<file path="config.mk">
export PLATFORM = sky130hd
export DESIGN_NAME = bcd_serial_add_ctrl_flat
export DESIGN_NICKNAME = d
export VERILOG_FILES = /design/src/rtl/bcd_pkg.sv /design/src/rtl/bcd_serial_add_ctrl_if.sv /design/src/rtl/bcd_digit_add.sv /design/src/rtl/bcd_serial_add_ctrl.sv /design/src/flat_wrapper.sv
export SDC_FILE = /design/constraint.sdc
export NUM_CORES = 1
export LEC_CHECK = 0
export ABC_AREA = 1
export CORE_ASPECT_RATIO = 1.75
export CORE_MARGIN = 2
export CORE_UTILIZATION = 48
export CTS_CLUSTER_SIZE = 14
export DETAILED_ROUTE_END_ITERATION = 8
export PLACE_DENSITY = 0.76
export SYNTH_ARGS = -nofsm -noshare
export SYNTH_HDL_FRONTEND = slang
export SYNTH_SLANG_ARGS = --single-unit
</file>
<file path="constraint.sdc">
create_clock -name clk -period 3.5 [get_ports clk]
set_clock_uncertainty 0.15 [all_clocks]
set_input_delay 0.525 -clock clk [delete_from_list [all_inputs] [get_ports clk]]
set_output_delay 0.525 -clock clk [all_outputs]
set_load 0.03 [all_outputs]
</file>
<file path="src/rtl/bcd_pkg.sv">
// Shared definitions for the serial packed-BCD adder.
//   state_e        : controller states (IDLE / ADD / DONE)
//   BCD_DIGIT_W    : bits per BCD digit
//   BCD_MAX_DIGIT  : largest legal BCD digit value
//   BCD_CORRECTION : value added to a binary digit sum above 9
//   digit_invalid  : helper, true for digit codes 10..15
package bcd_pkg;

  localparam int BCD_DIGIT_W    = 4;
  localparam int BCD_MAX_DIGIT  = 9;
  localparam int BCD_CORRECTION = 6;

  typedef enum logic [1:0] {
    IDLE = 2'd0,
    ADD  = 2'd1,
    DONE = 2'd2
  } state_e;

  function automatic logic digit_invalid(input logic [BCD_DIGIT_W-1:0] d);
    return d > BCD_DIGIT_W'(BCD_MAX_DIGIT);
  endfunction

endpackage

</file>
<file path="src/rtl/bcd_serial_add_ctrl_if.sv">
// Handshake/data bundle for bcd_serial_add_ctrl.
//   master : start, a, b, cin out; busy, done, sum, cout, err in
//   slave  : the controller side (directions reversed)
interface bcd_serial_add_ctrl_if
  import bcd_pkg::*;
#(
  parameter int DIGITS = 4
);

  logic                          start;
  logic [BCD_DIGIT_W*DIGITS-1:0] a;
  logic [BCD_DIGIT_W*DIGITS-1:0] b;
  logic                          cin;
  logic                          busy;
  logic                          done;
  logic [BCD_DIGIT_W*DIGITS-1:0] sum;
  logic                          cout;
  logic                          err;

  modport master (
    output start, a, b, cin,
    input  busy, done, sum, cout, err
  );

  modport slave (
    input  start, a, b, cin,
    output busy, done, sum, cout, err
  );

endinterface

</file>
<file path="src/rtl/bcd_digit_add.sv">
// Combinational single-digit BCD adder.
//   da, db : operand digits (codes 10..15 are accepted and run through
//            the same rule)
//   c      : carry in
//   d      : result digit
//   co     : carry out
module bcd_digit_add
  import bcd_pkg::*;
(
  input  logic [BCD_DIGIT_W-1:0] da,
  input  logic [BCD_DIGIT_W-1:0] db,
  input  logic                   c,
  output logic [BCD_DIGIT_W-1:0] d,
  output logic                   co
);

  // 5 bits holds the worst case 15 + 15 + 1 = 31.
  logic [BCD_DIGIT_W:0] s;

  always_comb begin
    s = {1'b0, da} + {1'b0, db} + {{BCD_DIGIT_W{1'b0}}, c};
    if (s > (BCD_DIGIT_W + 1)'(BCD_MAX_DIGIT)) begin
      // Adding in 4 bits gives the mod-16 wrap for free.
      d  = s[BCD_DIGIT_W-1:0] + BCD_DIGIT_W'(BCD_CORRECTION);
      co = 1'b1;
    end else begin
      d  = s[BCD_DIGIT_W-1:0];
      co = 1'b0;
    end
  end

endmodule

</file>
<file path="src/rtl/bcd_serial_add_ctrl.sv">
// Multi-digit packed-BCD adder sequenced over one shared digit adder.
// One digit per clock from digit 0 upward, carry chained through a register.
//   clk, rst : clock, synchronous active-high reset
//   bus      : slave side of bcd_serial_add_ctrl_if
//              (start/a/b/cin in, busy/done/sum/cout/err out)
// Optional build macro BCD_INVALID_CHECK_EN: flags operand digits above 9
// on err; without it err is tied low and no check logic exists.
//
// state | meaning
// IDLE  | waiting for start; operands captured on accept
// ADD   | one digit per cycle, busy high
// DONE  | done pulse; sum/cout/err just published
module bcd_serial_add_ctrl
  import bcd_pkg::*;
#(
  parameter int DIGITS = 4
) (
  input  logic                  clk,
  input  logic                  rst,
  bcd_serial_add_ctrl_if.slave  bus
);

  localparam int W     = BCD_DIGIT_W * DIGITS;
  localparam int IDX_W = (DIGITS > 1) ? $clog2(DIGITS) : 1;
  localparam logic [IDX_W-1:0] IDX_LAST = IDX_W'(DIGITS - 1);

  state_e           state_q, state_d;
  logic [IDX_W-1:0] idx_q, idx_d;
  logic [W-1:0]     opa_q, opa_d;
  logic [W-1:0]     opb_q, opb_d;
  logic [W-1:0]     work_q, work_d;
  logic [W-1:0]     sum_q, sum_d;
  logic             carry_q, carry_d;
  logic             cout_q, cout_d;
  logic             busy_q, busy_d;
  logic             done_q, done_d;

  logic                   accept;
  logic                   finish;
  logic [BCD_DIGIT_W-1:0] dig_a, dig_b, dig_s;
  logic                   dig_co;

  assign accept = (state_q == IDLE) && bus.start;
  assign finish = (state_q == ADD) && (idx_q == IDX_LAST);

  assign dig_a = opa_q[idx_q*BCD_DIGIT_W +: BCD_DIGIT_W];
  assign dig_b = opb_q[idx_q*BCD_DIGIT_W +: BCD_DIGIT_W];

  bcd_digit_add u_digit (
    .da (dig_a),
    .db (dig_b),
    .c  (carry_q),
    .d  (dig_s),
    .co (dig_co)
  );

  always_comb begin
    state_d = state_q;
    idx_d   = idx_q;
    opa_d   = opa_q;
    opb_d   = opb_q;
    work_d  = work_q;
    sum_d   = sum_q;
    carry_d = carry_q;
    cout_d  = cout_q;
    busy_d  = busy_q;
    done_d  = 1'b0;
    case (state_q)
      IDLE: begin
        if (accept) begin
          opa_d   = bus.a;
          opb_d   = bus.b;
          carry_d = bus.cin;
          idx_d   = '0;
          work_d  = '0;
          busy_d  = 1'b1;
          state_d = ADD;
        end
      end
      ADD: begin
        work_d[idx_q*BCD_DIGIT_W +: BCD_DIGIT_W] = dig_s;
        carry_d = dig_co;
        if (finish) begin
          // Results are published on the edge entering DONE so that they
          // are valid in the same cycle as the done pulse. idx holds here
          // rather than wrapping.
          sum_d   = work_d;
          cout_d  = dig_co;
          busy_d  = 1'b0;
          done_d  = 1'b1;
          state_d = DONE;
        end else begin
          idx_d = idx_q + 1'b1;
        end
      end
      DONE: begin
        state_d = IDLE;
      end
      default: begin
        state_d = IDLE;
        busy_d  = 1'b0;
      end
    endcase
  end

  always_ff @(posedge clk) begin
    if (rst) begin
      state_q <= IDLE;
      idx_q   <= '0;
      opa_q   <= '0;
      opb_q   <= '0;
      work_q  <= '0;
      sum_q   <= '0;
      carry_q <= 1'b0;
      cout_q  <= 1'b0;
      busy_q  <= 1'b0;
      done_q  <= 1'b0;
    end else begin
      state_q <= state_d;
      idx_q   <= idx_d;
      opa_q   <= opa_d;
      opb_q   <= opb_d;
      work_q  <= work_d;
      sum_q   <= sum_d;
      carry_q <= carry_d;
      cout_q  <= cout_d;
      busy_q  <= busy_d;
      done_q  <= done_d;
    end
  end

  assign bus.busy = busy_q;
  assign bus.done = done_q;
  assign bus.sum  = sum_q;
  assign bus.cout = cout_q;

`ifdef BCD_INVALID_CHECK_EN
  logic err_pend_q, err_pend_d;
  logic err_q, err_d;
  logic in_invalid;

  always_comb begin
    in_invalid = 1'b0;
    for (int i = 0; i < DIGITS; i++) begin
      in_invalid = in_invalid
                 | digit_invalid(bus.a[i*BCD_DIGIT_W +: BCD_DIGIT_W])
                 | digit_invalid(bus.b[i*BCD_DIGIT_W +: BCD_DIGIT_W]);
    end
  end

  // Flag is taken at accept and published alongside sum.
  always_comb begin
    err_pend_d = accept ? in_invalid : err_pend_q;
    err_d      = finish ? err_pend_q : err_q;
  end

  always_ff @(posedge clk) begin
    if (rst) begin
      err_pend_q <= 1'b0;
      err_q      <= 1'b0;
    end else begin
      err_pend_q <= err_pend_d;
      err_q      <= err_d;
    end
  end

  assign bus.err = err_q;
`else
  assign bus.err = 1'b0;
`endif

endmodule

</file>
<file path="src/flat_wrapper.sv">
// flat-port wrapper written by rule: the top's interface ports become plain ports
module bcd_serial_add_ctrl_flat import bcd_pkg::*;
#(
  parameter int DIGITS = 4
)
  (clk, rst, bus_start, bus_a, bus_b, bus_cin, bus_busy, bus_done, bus_sum, bus_cout, bus_err);
  bcd_serial_add_ctrl_if #(.DIGITS(DIGITS)) bus_i ();
  input  logic clk;
  input  logic rst;
  input wire logic [$bits(bus_i.start)-1:0] bus_start;
  input wire logic [$bits(bus_i.a)-1:0] bus_a;
  input wire logic [$bits(bus_i.b)-1:0] bus_b;
  input wire logic [$bits(bus_i.cin)-1:0] bus_cin;
  output wire logic [$bits(bus_i.busy)-1:0] bus_busy;
  output wire logic [$bits(bus_i.done)-1:0] bus_done;
  output wire logic [$bits(bus_i.sum)-1:0] bus_sum;
  output wire logic [$bits(bus_i.cout)-1:0] bus_cout;
  output wire logic [$bits(bus_i.err)-1:0] bus_err;
  assign bus_i.start = bus_start;
  assign bus_i.a = bus_a;
  assign bus_i.b = bus_b;
  assign bus_i.cin = bus_cin;
  assign bus_busy = bus_i.busy;
  assign bus_done = bus_i.done;
  assign bus_sum = bus_i.sum;
  assign bus_cout = bus_i.cout;
  assign bus_err = bus_i.err;
  bcd_serial_add_ctrl #(.DIGITS(DIGITS)) u_core (.clk(clk), .rst(rst), .bus(bus_i));
endmodule
</file>
# Word level (Yosys, flattened, before mapping)

Cells that the tools add are included.

Register bits: 72
Input bits: 36
Output and inout bits: 20
Word-level logic and storage cells: 56

$add $sub $neg: 5
$lt $le $gt $ge: 1
Eq/ne operators: 6
Shifts and indexed selects: 4
Multiplexer cells: 17
Bitwise gates (word level): 2
Reductions and logical operators: 11

Operators by type and width:

| cell                      | count |
|---|---|
| $neg A4 Y34               | 1 |
| $shift A4 B34 Y16 const A | 1 |
| $shiftx A4 B34 Y16        | 1 |
| $pmux W16 S2              | 1 |
| $shiftx A16 B5 Y4         | 2 |
| $bwmux W16                | 1 |
| $mux W16                  | 1 |
| $mux W2                   | 4 |
| $pmux W2 S2               | 2 |
| $reduce_and A2 Y1         | 4 |
| $reduce_and A3 Y1         | 2 |
| $add A4 B4 Y5             | 1 |
| $add A5 B1 Y5             | 1 |
| $gt A5 B4 Y1 const B      | 1 |
| $mux W1                   | 5 |
| $add A4 B3 Y4 const B     | 1 |
| $eq A2 B2 Y1 const B      | 2 |
| $mux W4                   | 1 |
| $ne A2 B1 Y1 const B      | 2 |
| $pmux W1 S3               | 1 |
| $add A2 B1 Y2 const B     | 1 |
| $eq A2 B1 Y1 const B      | 1 |
| $logic_and A1 B1 Y1       | 2 |
| $logic_not A2 Y1          | 1 |
| other kinds (5)           | 6 |

# Depth between registers and ports, before layout

Gate-level depths: netlist (run 1).

Depth in word-level cells: 8
Gate-level depth with buffers: 22
Gate-level depth less buffers: 20

# Cells and area by module

Synthesis (run 1) repeated with hierarchy kept, for this count alone.

Cell total of the unflattened synthesis: 505
Area total of the unflattened synthesis: 3537.1 um2

By module, submodules not included:

| module              | times used | cells an instance | area each (um2) | seq. area each (um2) |
|---|---|---|---|---|
| bcd_serial_add_ctrl | 1          | 460               | 3238.1          | 1441.4 |
| bcd_digit_add       | 1          | 45                | 299.0           | 0.0 |

# Least setup slack after synthesis (run 1)

Ideal clock, no wire load.

Kind: flip-flop to flip-flop
From: register u_core.idx_q[0]
To: register u_core.work_q[14]
Library setup time: 0.069 ns
Data arrival time: 3.174 ns
Required time: 3.281 ns
Path slack: 0.108 ns
Stages on the path, launching flop included: 21
Path buffers: 2
Period minus slack after synthesis: 3.392 ns
Path through: dfxtp_1 buf_2 clkinv_1 buf_1 nor2_1 o22ai_1 fa_1 fa_1 inv_1 ha_1 inv_1 nor2_1 a21oi_2 nand2_2 nand2_4 nand2_2 nand2_2 nand4_1 nand2_1 nand2_1 a21oi_2

Cells in the longest elaborated chain, start to end: 8
Elaborated cells between the ends (all ways): 12
Those cells by class: add/sub: 4; order compare: 1; shift: 4; mux: 3

RTL lines:

| element                                       | line                                                 | text |
|---|---|---|
| start: declaration                            | bcd_serial_add_ctrl.sv:28                            | `logic [IDX_W-1:0] idx_q, idx_d;` |
| start signal: assignment                      | bcd_serial_add_ctrl.sv:120                           | `idx_q <= idx_d;` |
| $shiftx A16 B5 Y4 (on tied branches)          | bcd_serial_add_ctrl.sv:46, bcd_serial_add_ctrl.sv:47 |  |
| $add A4 B4 Y5                                 | bcd_digit_add.sv:21                                  | `s = {1'b0, da} + {1'b0, db} + {{BCD_DIGIT_W{1'b0}}, c};` |
| $add A5 B1 Y5                                 | bcd_digit_add.sv:21                                  |  |
| $add A4 B3 Y4 or $gt A5 B4 Y1 (tied branches) | bcd_digit_add.sv:24, bcd_digit_add.sv:22             |  |
| $mux W4                                       | bcd_digit_add.sv:22                                  | `if (s > (BCD_DIGIT_W + 1)'(BCD_MAX_DIGIT)) begin` |
| $shiftx A4 B34 Y16                            | bcd_serial_add_ctrl.sv:81                            | `work_d[idx_q*BCD_DIGIT_W +: BCD_DIGIT_W] = dig_s;` |
| $bwmux W16 (*)                                | bcd_serial_add_ctrl.sv:81                            |  |
| $pmux W16 S2 (*)                              | bcd_serial_add_ctrl.sv:68                            | `case (state_q)` |
| end signal: assignment                        | bcd_serial_add_ctrl.sv:123                           | `work_q <= work_d;` |
| end: declaration                              | bcd_serial_add_ctrl.sv:31                            | `logic [W-1:0] work_q, work_d;` |

Every way passes the cells marked *; elsewhere a longest branch is shown, timed or not.
A chain may end at the register's enable or synchronous reset.

# Worst setup path in the final report (run 1)

From: register u_core.idx_q[0]
To: register u_core.work_q[15]

Same word-level chain as after synthesis.

==> metrics.txt, run 1 <==
# TYPE chip_impl_metric gauge
chip_impl_metric{name="final-seq-area",unit="sq um"} 1440
chip_impl_metric{name="cp_slowest_stage_delay",unit="ns"} 0.40
chip_impl_metric{name="drt-total-wl",unit="microns"} 8270
chip_impl_metric{name="power.density",unit="nW/um^2"} 572
chip_impl_metric{name="hold_violations",unit=""} 0
chip_impl_metric{name="initial_core_util",unit="%"} 49.2
chip_impl_metric{name="sw_frac_of_total",unit="%"} 28.5
chip_impl_metric{name="worst-endpoint-required",unit="ns"} 3.63
chip_impl_info{name="most_frequent_cells_in_the_layout",value="sky130_fd_sc_hd__nor2_1, sky130_fd_sc_hd__nand2_1, sky130_fd_sc_hd__dfxtp_1"} 1
chip_impl_metric{name="clkTransAtPathRegs",unit="ns"} 0.06
chip_impl_metric{name="synth.cell_area",unit="sq um"} 3370
chip_impl_metric{name="vias_per_cell",unit=""} 5.23
chip_impl_info{name="cp_cell_sequence",value="clkinvlp_4 -> o21ai_1 -> o22ai_1 -> fa_2 -> fa_1 -> inv_1 -> nand2_1 -> nand2_2 -> ha_1 -> inv_1 -> nor2_1 -> a21oi_2 -> nand2_2 -> nand2_4 -> nand2_4 -> nand4_2 -> o21bai_1 -> nand2_1 -> a21oi_2"} 1
chip_impl_metric{name="slew_headroom",unit="%"} 18.4
chip_impl_info{name="rsz0062_at_grt",value="false"} 1
chip_impl_info{name="startpoint_type",value="flip-flop"} 1
chip_impl_metric{name="power.leakage",unit="nW"} 1.86
chip_impl_metric{name="fin_setup_tns",unit="ns"} 0
chip_impl_metric{name="transition_time_at_the_pin_with_the_least_slew_margin",unit="ns"} 1.22
chip_impl_metric{name="globalRoute.totalOverflow",unit=""} 0
chip_impl_metric{name="power.share.sequential",unit="%"} 35.6
chip_impl_metric{name="drt_pre_antenna_iters",unit=""} 4
chip_impl_info{name="critPathSlowestCell",value="sky130_fd_sc_hd__fa_1"} 1
chip_impl_metric{name="comb_power_share",unit="%"} 21.8
chip_impl_metric{name="synth.yosys.seq_area_share",unit="%"} 42.7
chip_impl_metric{name="clockBufferDepth",unit=""} 2
chip_impl_metric{name="level_count_of_the_clock_h_tree",unit=""} 3
chip_impl_metric{name="maxClockFrequency",unit="MHz"} 305
chip_impl_info{name="timing.critical_path.to_type",value="flip-flop"} 1
chip_impl_metric{name="pre_cts_slack",unit="ns"} 0.207
chip_impl_metric{name="synth_mux_area_share",unit="%"} 0
chip_impl_metric{name="clock_power_share",unit="%"} 42.5
chip_impl_metric{name="syn-num-nets",unit=""} 515
chip_impl_metric{name="max_cap_violations",unit=""} 0
chip_impl_metric{name="synth_compound_area_share",unit="%"} 16.6
chip_impl_info{name="ctsRootBufferMaster",value="sky130_fd_sc_hd__clkbuf_16"} 1
chip_impl_metric{name="min_period_over_period",unit="%"} 93.8
chip_impl_metric{name="remaining_drc_errors",unit=""} 0
chip_impl_info{name="critPathKind",value="flip-flop to flip-flop"} 1
chip_impl_metric{name="synth.yosys.warnings",unit=""} 0
chip_impl_metric{name="ir_drop",unit="uV"} 376
chip_impl_metric{name="synth-adder-area-share",unit="%"} 4.90
chip_impl_metric{name="clk-insertion-delay-late",unit="ns"} 0.34
chip_impl_metric{name="report.final.setup_viol",unit=""} 0
chip_impl_metric{name="io_buffers",unit=""} 54
chip_impl_metric{name="antenna_fix_cells",unit=""} 0
chip_impl_metric{name="area_taken_by_multi_input_logic_gates",unit="sq um"} 1710
chip_impl_info{name="status",value="completed"} 1
chip_impl_metric{name="die_w",unit="microns"} 67.4
chip_impl_metric{name="post_synth.cell_area_avg",unit="sq um"} 7.22
chip_impl_info{name="most_frequent_standard_cell_in_the_layout_excluding_fill_and_tap_cells",value="sky130_fd_sc_hd__nor2_1"} 1
chip_impl_metric{name="switchingPower",unit="mW"} 0.709
chip_impl_metric{name="fin_crit",unit="ns"} 3.28
chip_impl_metric{name="i_o_pin_cnt",unit=""} 56
chip_impl_metric{name="first_pass_grt_wire_length",unit="microns"} 13900
chip_impl_metric{name="critPathArrivalTime",unit="ns"} 3.41
chip_impl_metric{name="synth_xor_xnor_area_share",unit="%"} 0
chip_impl_metric{name="grt_pass1_vias",unit=""} 3106
chip_impl_metric{name="post_route_cells_drive_above_1_share",unit="%"} 10.2
chip_impl_metric{name="flow.area_growth_from_synthesis",unit="%"} 28.6
chip_impl_metric{name="gp_congestion",unit=""} 0.922
chip_impl_metric{name="worst_slack_setup_final",unit="ns"} 0.217
chip_impl_metric{name="report.final.slew_viol_count",unit=""} 0
chip_impl_metric{name="drt_iter0_markers",unit=""} 134
chip_impl_metric{name="core_region_area",unit="sq um"} 6860
chip_impl_metric{name="finish.net_count",unit=""} 564
chip_impl_info{name="dominant_combinational_cell_family_by_area_after_synthesis",value="simple AND/OR/NAND/NOR gates"} 1
chip_impl_metric{name="yosysUniqueCellTypes",unit=""} 33
chip_impl_metric{name="die_h",unit="microns"} 115
chip_impl_metric{name="cts_buffers",unit=""} 9
chip_impl_info{name="cts_tree",value="built"} 1
chip_impl_metric{name="track_usage",unit="%"} 23.7
chip_impl_metric{name="routed-via-count",unit=""} 3163
chip_impl_metric{name="synth_cells",unit=""} 467
chip_impl_metric{name="ant_nets",unit=""} 0
chip_impl_metric{name="num-fill-cells",unit=""} 609
chip_impl_metric{name="maximum_number_of_pins_on_one_net_before_global_route_repair",unit=""} 48
chip_impl_metric{name="die_area",unit="sq um"} 7740
chip_impl_metric{name="antenna_found_initial",unit=""} 0
chip_impl_metric{name="placementRows",unit=""} 40
chip_impl_metric{name="p_int",unit="mW"} 1.77
chip_impl_metric{name="postSynthRegisterBits",unit=""} 72
chip_impl_metric{name="cts.sink_count",unit=""} 72
chip_impl_metric{name="post-dp-hpwl",unit="microns"} 5960
chip_impl_metric{name="maximum_net_fanout_on_the_critical_path",unit=""} 8
chip_impl_metric{name="synth_simple_gate_area_share",unit="%"} 28.8
chip_impl_info{name="hold_class",value="flip-flop to flip-flop"} 1
chip_impl_metric{name="post_drt_wl_per_cell",unit="microns"} 13.7
-- layout make-up --
cell class	count	share of cell area (%)
multi-input cells	337	39.3
repair buffers	63	14.1
inverters	33	2.94
clock buffers	11	5.59
clock inverters	5	2.39
flip-flops and latches	72	33.2
well taps	84	2.42
-- path summary, 6_finish.rpt --
path,from,endpoint,slack (ns),cells after the start
worst min register to register,u_core.bus.sum[6],u_core.bus.sum[6],0.32,2
worst max-delay path,u_core.idx_q[0],u_core.work_q[15],0.22,19
worst max register to register,u_core.idx_q[0],u_core.work_q[15],0.22,19
worst min-delay path,u_core.bus.sum[6],u_core.bus.sum[6],0.32,2
-- cells by family (layout without fill, tap and decap cells) --
group	Yosys count	after routing
flops	72	72
fa+ha+maj	12	12
buf+inv	58	112
other cells	1	1
simple gates	228	228
compound gates	96	96
-- synthesized netlist by cell type, drive strengths merged --
cell type	instances	share of area [%]
ha	10	3.7
nand2	94	11
a22o	1	0.26
inv	31	3.4
clkbuf	16	1.8
o22ai	8	1.5
nor4	1	0.37
a2bb2oi	3	0.78
nor3	1	0.15
nor2	100	11
o21ai	57	8.5
nand3	27	4.5
a31oi	1	0.19
a21oi	21	4.3
buf	9	1.4
conb	1	0.11
nand4	5	1.1
fa	2	1.2
dfxtp	72	43
o21bai	2	0.44
clkinv	2	0.22
a22oi	3	0.67
-- sequential cells by signal (all words and copies together) (netlist names) --
| name | count |
|---|---|
| u_core.bus.busy | 1 |
| u_core.bus.cout | 1 |
| u_core.bus.done | 1 |
| u_core.bus.sum | 16 |
| u_core.carry_q | 1 |
| u_core.idx_q | 2 |
| u_core.opa_q | 16 |
| u_core.opb_q | 16 |
| u_core.state_q | 2 |
| u_core.work_q | 16 |
-- per-stage QoR --
step / area (sq um) / power, mW / util (%) / instances / hold WS [ns]
final: 4340 / 2.48 / 63.3 / 605 / 0.316
after global routing: 4340 / 2.60 / 63.3 / 605 / 0.337
after CTS: 4320 / 2.49 / 63.0 / 604 / 0.320
after detailed placement: 3970 / 1.43 / 57.9 / 588 / 0.310
after global placement: 3970 / 1.41 / 57.9 / 588 / 0.302
after floorplan: 3370 / 1.29 / - / 467 / 0.294
-- power groups by stage --
| stage | clock network (mW) | logic (mW) | registers [mW] |
|---|---|---|---|
| after floorplan | 0 | 0.392 | 0.896 |
| after global placement | 0 | 0.511 | 0.899 |
| after detailed placement | 0 | 0.531 | 0.901 |
| after CTS | 1.07 | 0.535 | 0.884 |
| after global routing | 1.11 | 0.605 | 0.889 |
| final | 1.06 | 0.542 | 0.885 |
-- repair_timing --
item,CTS,global route
setup buffers,0,1
setup endpoints to repair,0,16
hold buffers,0,0
resized for setup,0,8
-- critical path: cells and delay by family (launching register included) --
family | cells | cell delay, ns
flip-flops | 1 | 0.38
adder cells (fa/ha/maj) | 3 | 0.97
buffers and inverters | 3 | 0.31
AND/OR/NAND/NOR | 8 | 0.73
AO/OA/AOI/OAI | 5 | 0.67
-- metal layers --
layer  vias up  GRT usage (%)  part of all wire [%]
met5         -              0                     0
met4         0           14.6                   3.5
met3        22           4.01                   3.4
met2        77           42.2                    54
met1      1458           25.1                    39
li1       1606              -                     -
(Power assumes the default switching activity.)
==> inputs of run 2 (changes only) <==
--- a/config.mk
+++ b/config.mk
@@ -11,6 +11,7 @@
 export CORE_UTILIZATION = 48
 export CTS_CLUSTER_SIZE = 14
 export DETAILED_ROUTE_END_ITERATION = 8
+export GPL_ROUTABILITY_DRIVEN = 0
 export PLACE_DENSITY = 0.76
 export SYNTH_ARGS = -nofsm -noshare
 export SYNTH_HDL_FRONTEND = slang
==> results of run 2 <==
No change in the layout: final DEF, timing and power equal those of run 1.
